<file path="src/rtl/uart_key_pkg.sv">
// Shared key codes, paddle encodings and state type for the UART keyboard paddle controller.
// The byte-to-command decode lives here so that every user sees one key map.
package uart_key_pkg;

    localparam logic [7:0] KEY_W        = 8'h77;
    localparam logic [7:0] KEY_W_UC     = 8'h57;
    localparam logic [7:0] KEY_S        = 8'h73;
    localparam logic [7:0] KEY_S_UC     = 8'h53;
    localparam logic [7:0] KEY_9        = 8'h39;
    localparam logic [7:0] KEY_6        = 8'h36;
    localparam logic [7:0] KEY_SPACE    = 8'h20;
    localparam logic [7:0] KEY_R        = 8'h72;
    localparam logic [7:0] KEY_R_UC     = 8'h52;

    localparam logic [1:0] PAD_IDLE     = 2'b00;
    localparam logic [1:0] PAD_UP       = 2'b01;
    localparam logic [1:0] PAD_DOWN     = 2'b10;

    typedef enum logic [1:0] {
        IDLE,
        UP,
        DOWN
    } pad_state_e;

    typedef enum logic [2:0] {
        CMD_NONE,
        CMD_A_UP,
        CMD_A_DOWN,
        CMD_B_UP,
        CMD_B_DOWN,
        CMD_PAUSE,
        CMD_RESTART
    } key_cmd_e;

    function automatic key_cmd_e decode_key(input logic [7:0] key);
        key_cmd_e cmd;
        cmd = CMD_NONE;
        case (key)
            KEY_9:              cmd = CMD_A_UP;
            KEY_6:              cmd = CMD_A_DOWN;
            KEY_W, KEY_W_UC:    cmd = CMD_B_UP;
            KEY_S, KEY_S_UC:    cmd = CMD_B_DOWN;
            KEY_SPACE:          cmd = CMD_PAUSE;
            KEY_R, KEY_R_UC:    cmd = CMD_RESTART;
            default:            cmd = CMD_NONE;
        endcase
        return cmd;
    endfunction

    function automatic logic [1:0] pad_code(input pad_state_e st);
        logic [1:0] code;
        code = PAD_IDLE;
        case (st)
            UP:      code = PAD_UP;
            DOWN:    code = PAD_DOWN;
            default: code = PAD_IDLE;
        endcase
        return code;
    endfunction

endpackage

</file>
<file path="src/rtl/paddle_hold_timer.sv">
// One player's paddle command: latches up/down on a key press and auto-releases
// after HOLD_TICKS ticks without a further matching key.
module paddle_hold_timer
    import uart_key_pkg::*;
#(
    parameter int unsigned HOLD_TICKS = 100,
    parameter int unsigned CNT_W      = 8
) (
    input  logic       clk,
    input  logic       reset,
    input  logic       up_req,
    input  logic       down_req,
    input  logic       clear,
    input  logic       tick,
    output logic [1:0] pad
);

    localparam logic [CNT_W-1:0] HOLD_LOAD = CNT_W'(HOLD_TICKS);
    localparam logic [CNT_W-1:0] CNT_ONE   = CNT_W'(1);

    pad_state_e       state_q, state_d;
    logic [CNT_W-1:0] cnt_q, cnt_d;
    logic [1:0]       pad_q, pad_d;

    always_ff @(posedge clk or posedge reset) begin
        if (reset) begin
            state_q <= IDLE;
            cnt_q   <= '0;
            pad_q   <= PAD_IDLE;
        end else begin
            state_q <= state_d;
            cnt_q   <= cnt_d;
            pad_q   <= pad_d;
        end
    end

    // Priority: clear, then a load (which beats a coincident tick), then decrement.
    always_comb begin
        state_d = state_q;
        cnt_d   = cnt_q;
        if (clear) begin
            state_d = IDLE;
            cnt_d   = '0;
        end else if (up_req) begin
            state_d = UP;
            cnt_d   = HOLD_LOAD;
        end else if (down_req) begin
            state_d = DOWN;
            cnt_d   = HOLD_LOAD;
        end else if (tick && (state_q != IDLE) && (cnt_q != '0)) begin
            cnt_d = cnt_q - CNT_ONE;
            if (cnt_q == CNT_ONE) begin
                state_d = IDLE;
            end
        end
        pad_d = pad_code(state_d);
    end

    assign pad = pad_q;

endmodule

</file>
<file path="src/rtl/uart_key_ctrl.sv">
// Decodes UART keyboard bytes into held paddle commands for players A and B,
// plus pause toggling and a one-cycle game restart pulse.
module uart_key_ctrl
    import uart_key_pkg::*;
#(
    parameter int unsigned HOLD_TICKS = 100,
    parameter int unsigned CNT_W      = 8
) (
    input  logic       clk,
    input  logic       reset,
    input  logic [7:0] rx_data,
    input  logic       rx_valid,
    input  logic       tick,
    output logic [1:0] btnA,
    output logic [1:0] btnB,
    output logic       paused,
    output logic       game_rst
);

    key_cmd_e cmd;
    logic     paused_q, paused_d;
    logic     game_rst_q, game_rst_d;
    logic     pad_clear;
    logic     a_up, a_down, b_up, b_down;

    always_ff @(posedge clk or posedge reset) begin
        if (reset) begin
            paused_q   <= 1'b0;
            game_rst_q <= 1'b0;
        end else begin
            paused_q   <= paused_d;
            game_rst_q <= game_rst_d;
        end
    end

    always_comb begin
        cmd        = rx_valid ? decode_key(rx_data) : CMD_NONE;
        paused_d   = paused_q;
        game_rst_d = 1'b0;
        pad_clear  = 1'b0;
        a_up       = 1'b0;
        a_down     = 1'b0;
        b_up       = 1'b0;
        b_down     = 1'b0;
        case (cmd)
            CMD_RESTART: begin
                game_rst_d = 1'b1;
                paused_d   = 1'b0;
                pad_clear  = 1'b1;
            end
            CMD_PAUSE: begin
                paused_d = ~paused_q;
                // Only entering pause drops held commands; leaving restores nothing.
                pad_clear = ~paused_q;
            end
            CMD_A_UP:   a_up   = ~paused_q;
            CMD_A_DOWN: a_down = ~paused_q;
            CMD_B_UP:   b_up   = ~paused_q;
            CMD_B_DOWN: b_down = ~paused_q;
            default: ;
        endcase
    end

    paddle_hold_timer #(
        .HOLD_TICKS (HOLD_TICKS),
        .CNT_W      (CNT_W)
    ) u_pad_a (
        .clk      (clk),
        .reset    (reset),
        .up_req   (a_up),
        .down_req (a_down),
        .clear    (pad_clear),
        .tick     (tick),
        .pad      (btnA)
    );

    paddle_hold_timer #(
        .HOLD_TICKS (HOLD_TICKS),
        .CNT_W      (CNT_W)
    ) u_pad_b (
        .clk      (clk),
        .reset    (reset),
        .up_req   (b_up),
        .down_req (b_down),
        .clear    (pad_clear),
        .tick     (tick),
        .pad      (btnB)
    );

    assign paused   = paused_q;
    assign game_rst = game_rst_q;

endmodule

</file>
<file path="config.mk">
export PLATFORM = sky130hd
export DESIGN_NAME = uart_key_ctrl
export DESIGN_NICKNAME = d
export VERILOG_FILES = /design/src/rtl/uart_key_pkg.sv /design/src/rtl/paddle_hold_timer.sv /design/src/rtl/uart_key_ctrl.sv
export SDC_FILE = /design/constraint.sdc
export NUM_CORES = 1
export LEC_CHECK = 0
export BUFFER_PORTS_ARGS = -buffer_cell sky130_fd_sc_hd__buf_2
export CORE_MARGIN = 3
export CORE_UTILIZATION = 37
export CTS_CLUSTER_SIZE = 14
export DETAILED_ROUTE_END_ITERATION = 7
export GPL_TIMING_DRIVEN = 0
export PLACE_DENSITY = 0.57
export SETUP_SLACK_MARGIN = 0.1
export SLEW_MARGIN = 20
export SYNTH_ARGS = -nofsm -noshare
export SYNTH_HDL_FRONTEND = slang
export SYNTH_SLANG_ARGS = --single-unit
</file>
<file path="constraint.sdc">
create_clock -name clk -period 4.4 [get_ports clk]
set_input_delay 0.88 -clock clk [delete_from_list [all_inputs] [get_ports clk]]
set_output_delay 0.88 -clock clk [all_outputs]
set_load 0.005 [all_outputs]
</file>
# ---- Yosys cells after proc, flatten, opt, wreduce, memory -nomap -nowiden
# Index checks and enable logic that the tools add are counted.
dict set report totals {
  reg_bits 26
  inputBits 12
  output_inout_bits 6
  wordCells 75
}
dict set report classes {
  add_sub_neg 2
  n_eq_ne 21
  muxes 29
  bitwise_logic 1
  n_reduce_logical 14
}
# operator count
set ops {}
lappend ops {{$mux W8} 8}
lappend ops {{$eq A8 B7 Y1 const B} 6}
lappend ops {{$eq A8 B6 Y1 const B} 3}
lappend ops {{$mux W2} 10}
lappend ops {{$pmux W3 S6} 1}
lappend ops {{$eq A8 B1 Y1 const B} 2}
lappend ops {{$reduce_bool A8 Y1} 2}
lappend ops {{$sub A8 B1 Y8 const B} 2}
lappend ops {{$eq A3 B3 Y1 const B} 3}
lappend ops {{$pmux W2 S2} 2}
lappend ops {{$reduce_bool A4 Y1} 2}
lappend ops {{$eq A3 B2 Y1 const B} 2}
lappend ops {{$reduce_bool A2 Y1} 3}
lappend ops {{$reduce_or A2 Y1} 3}
lappend ops {{$mux W1} 5}
lappend ops {{$eq A2 B1 Y1 const B} 2}
lappend ops {{$eq A2 B2 Y1 const B} 2}
lappend ops {{$logic_and A1 B1 Y1} 4}
lappend ops {{$pmux W1 S2} 2}
lappend ops {{$eq A3 B1 Y1 const B} 1}
lappend ops {{$mux W3} 1}
lappend ops {{$not A1 Y1} 1}

# ---- Logic depth before layout (Yosys ltp)
dict set report logic_depth {
  word_depth 11
  depth_mapped 7
  mapped_depth_nobuf 7
}

# ---- Cells and area by module
# Synthesis repeated with hierarchy kept, for this count alone.
dict set report unflattened {
  hier_cells 189
  hier_area_um2 1760.4
}
# mod n_inst cells_each area_per_inst_um2 seq_area_each_um2
set by_module_without_submodules {}
lappend by_module_without_submodules {paddle_hold_timer 2 76 728.2 300.3}
lappend by_module_without_submodules {uart_key_ctrl 1 37 304.0 50.0}

# ---- Worst setup path after synthesis
# Ideal clock, no wire load.
dict set report synth_path {
  path_kind {input port to flip-flop}
  startpoint {input rx_data[7]}
  endpoint {register u_pad_a.cnt_q[2]}
  setup_time_ns 0.120
  t_arrival_ns 2.221
  t_required_ns 4.280
  path_slack_ns 2.060
  cell_stages 5
  n_path_buf 0
  path_cell_list {or4b_4 > or3_4 > a21boi_2 > o21ai_2 > and3_1}
}
dict set report synth_between {
  elab_chain_len 9
}
# element line_no
set synth_lines {}
lappend synth_lines {{start: declaration} uart_key_ctrl.sv:11} ;# input logic [7:0] rx_data,
lappend synth_lines {{$eq A8 B7 Y1} uart_key_pkg.sv:38} ;# case (key)
lappend synth_lines {{$reduce_or A2 Y1} uart_key_pkg.sv:38}
lappend synth_lines {{$pmux W3 S6 *} uart_key_pkg.sv:38}
lappend synth_lines {{$mux W3 *} uart_key_ctrl.sv:37} ;# cmd = rx_valid ? decode_key(rx_data) : CMD_NONE;
lappend synth_lines {{$eq A3 B2 Y1} uart_key_ctrl.sv:45} ;# case (cmd)
lappend synth_lines {{$mux W1} uart_key_ctrl.sv:45}
lappend synth_lines {{$mux W8} paddle_hold_timer.sv:47} ;# end else if (down_req) begin
lappend synth_lines {{$mux W8} paddle_hold_timer.sv:44} ;# end else if (up_req) begin
lappend synth_lines {{$mux W8} paddle_hold_timer.sv:41} ;# if (clear) begin
lappend synth_lines {{end signal: assignment} paddle_hold_timer.sv:32} ;# cnt_q <= cnt_d;
lappend synth_lines {{end: declaration} paddle_hold_timer.sv:22} ;# logic [CNT_W-1:0] cnt_q, cnt_d;
# Every way passes the cells marked *; elsewhere a longest branch is shown, timed or not.
# A chain may end at the register's enable or synchronous reset.

# ---- Final worst setup path
dict set report layout_path {
  startpoint {input rx_data[6]}
  endpoint {register u_pad_b.cnt_q[5]}
}
dict set report layout_between {
  elab_chain_len 9
}
# element line_no
set layout_lines {}
lappend layout_lines {{$eq A8 B7 Y1} uart_key_pkg.sv:38}
lappend layout_lines {{$reduce_or A2 Y1} uart_key_pkg.sv:38}
lappend layout_lines {{$pmux W3 S6 *} uart_key_pkg.sv:38}
lappend layout_lines {{$mux W3 *} uart_key_ctrl.sv:37}
lappend layout_lines {{$eq A3 B3 Y1} uart_key_ctrl.sv:45}
lappend layout_lines {{$mux W1} uart_key_ctrl.sv:45}
lappend layout_lines {{$mux W8} paddle_hold_timer.sv:47}
lappend layout_lines {{$mux W8} paddle_hold_timer.sv:44}
lappend layout_lines {{$mux W8} paddle_hold_timer.sv:41}
lappend layout_lines {{end signal: assignment} paddle_hold_timer.sv:32}
lappend layout_lines {{end: declaration} paddle_hold_timer.sv:22}
# Marks and branches as above.

==> results.py <==
metrics = {
    "outcome": {
        "outcome": "completed",
    },
    "synth": {
        "avgSynthCellArea_um2": 9.38,
        "synth_top_area_frac": 0.396,
        "yosys_warnings": 0,
        "synthCells": 175,
        "syn-cell-area_um2": 1640,
        "yosys.cell_types.count": 50,
        "synth_edf_count": 0,
        "yosysTopAreaCell": "dfrtp_1",
        "async_reset_ff_frac": 1.00,
        "yosys-top-cells-area": "dfrtp_1 40%, nor2_1 6.2%, o21ai_0 3.4%",
        "synth-main-ff-cell": "dfrtp_1",
        "seq_area_frac_synth": 0.396,
        "syn_nets": 191,
        "synth_seq_cells": 26,
    },
    "hold_path": {
        "hold_path_class": "reg2reg",
    },
    "finish": {
        "final_util": 0.445,
        "fillers": 424,
        "stdcell_count": 246,
        "syn_to_final_growth_pct": 12.3,
        "layout_commonest_cell": "nor2_1",
        "final_cell_mix": "27 x nor2_1, 26 x dfrtp_1, 17 x buf_2",
        "nets": 213,
        "diodes": 0,
        "drive_gt1_frac": 0.204,
    },
    "sta": {
        "period_minus_slack_ns": 2.36,
        "rsz0062_at_grt": "false",
        "worst_slew_pin_slew_ns": 0.867,
        "fin_worst_skew_ns": 0.00710,
        "slew_viol_final": 0,
        "fin_tns_setup_ns": 0,
        "setup_viol": 0,
        "fmax_ghz": 0.424,
        "layout_worst_path_cycle_share": 0.536,
        "fin_ws_ns": 2.04,
        "max-slew-margin-rel": 0.419,
        "final-hold-violation-count": 0,
    },
    "power": {
        "p_leak_uw": 0.000787,
        "power.density_nw_per_um2": 462,
        "ir_drop_mv": 0.226,
    },
    "drt": {
        "drcViolationCount": 0,
        "drtIter0Drc": 67,
        "num_vias": 1424,
        "avgRoutedWirePerCell_um": 15.2,
        "avgViaCountPerCell": 5.79,
        "routed_wl_um": 3750,
        "antenna_left": 0,
        "dr.pass1.iters": 4,
    },
    "worst_setup_path": {
        "path_max_fanout": 8,
        "cp.required_ns": 4.61,
        "path_class": "in2reg",
        "startpoint_type": "primary input",
        "worst-endpoint-arrival_ns": 2.57,
        "cp-end-kind": "register",
    },
    "job": {
        "max_cap_viol_count": 0,
    },
    "floorplan": {
        "fp.dieW_um": 72.6,
        "die_height_um": 72.6,
        "core_um2": 4140,
        "rows": 23,
        "start_util": 0.396,
        "die-area_um2": 5270,
        "io_pins": 18,
    },
    "place": {
        "placedCellCount": 242,
        "hpwl_um": 2820,
        "preCtsSetupSlack_ns": 1.78,
        "place.gp.congestion": 0.920,
        "io_buffers": 17,
    },
    "clock_tree": {
        "root_buffer": "clkbuf_8",
        "clk_latency_ns": 0.27,
        "clkTransAtPathRegs_ns": 0.09,
        "cts_tree": "yes",
        "cts_sinks": 26,
        "cts_max_level": 1,
        "cts-buffers-inserted": 3,
        "postCtsSetupBuffers": 0,
        "post_cts_resized": 0,
        "clk_path_buf_depth": 2,
        "cts_hold_buf": 0,
    },
    "global_routing": {
        "grt_max_degree": 27,
        "grt_antenna_before_repair": 0,
        "grt_usage": 0.155,
        "grt_overflow": 0,
        "first_global_vias": 1422,
        "grt_pass1_wl_um": 6550,
    },
}
## worst paths after layout
check	depth (start not counted)	start	to	slack [ns]
setup reg to reg	6	u_pad_b.cnt_q[0]	u_pad_b.cnt_q[6]	2.16
min in group asynchronous	2	reset	u_pad_b.cnt_q[3]	0.65
max in group asynchronous	2	reset	paused	3.37
hold reg to reg	2	u_pad_b.cnt_q[7]	u_pad_b.cnt_q[7]	0.55
hold / removal	2	u_pad_b.cnt_q[7]	u_pad_b.cnt_q[7]	0.55
setup / recovery	6	rx_data[6]	u_pad_b.cnt_q[5]	2.04
## synth_stat cells (2+ instances only)
cell	number
nor2_1	27
dfrtp_1	26
nand2_1	11
o21ai_0	11
and2_1	5
inv_1	5
nand3_1	5
nand4_1	5
nor3_1	5
o311a_1	5
xor2_1	5
a31oi_1	4
ha_1	4
xnor2_1	4
and3_2	3
nor2b_1	3
o221ai_1	3
a211oi_1	2
a21boi_0	2
a21oi_1	2
and2_2	2
and3_1	2
and4bb_2	2
nand3b_1	2
nor4_1	2
o21a_1	2
o21ai_1	2
or3_1	2
## cell families (layout without fill, tap and decap cells)
logic type	after synthesis	count (layout)	synth area share
xor gates and xnor gates	9	9	0.0480
buffers and inverters	7	28	0.0183
DFF	26	26	0.396
and+or+nand+nor	85	85	0.303
AOI/OAI and AO/OA	44	44	0.204
adders and majority gates	4	4	0.0305
## metal layers
layer | up-vias | part of all wire | wire length [µm] | global-route usage
li1 | 692 | - | - | -
met1 | 707 | 0.48 | 1810 | 0.203
met2 | 19 | 0.48 | 1790 | 0.259
met3 | 6 | 0.027 | 103 | 0.0344
met4 | 0 | 0.012 | 45 | 0.0410
met5 | - | 0 | 0 | 0
## flip-flops by register name (all words and copies together), names as in the netlist
| signal | flops |
|---|---|
| u_pad_b.pad | 2 |
| u_pad_a.state_q | 2 |
| u_pad_a.pad | 2 |
| u_pad_b.state_q | 2 |
| game_rst | 1 |
| u_pad_b.cnt_q | 8 |
| paused | 1 |
| u_pad_a.cnt_q | 8 |
## critical path, cell delays in order
cell and delay, ns:
buf_2 0.14, or4b_4 0.54, nor3_1 0.23, o21ai_1 0.24
o21ai_4 0.34, o311a_1 0.20
## layout make-up
type	count	area, µm²	share of cell area
plain buffers	2	11.3	0.00611
clock buffers	4	55.1	0.0299
inverters	5	18.8	0.0102
multi-input cells	142	961	0.521
flip-flops and latches	26	651	0.353
well taps	50	62.6	0.0339
repair buffers	17	85.1	0.0461
## report_power, final
group / switching (µW) / internal (µW)
clock network: 75.6 / 80.1
registers: 86.2 / 323
logic: 150 / 138
## per-stage QoR
| step | hold slack, ns | total power, µW | area (µm²) |
|---|---|---|---|
| floorplan | 0.505 | 613 | 1640 |
| global placement | 0.529 | 682 | 1790 |
| detailed placement | 0.528 | 699 | 1790 |
| CTS | 0.554 | 860 | 1840 |
| global route | 0.611 | 927 | 1840 |
| finish | 0.551 | 852 | 1840 |
(Power assumes the default switching activity.)
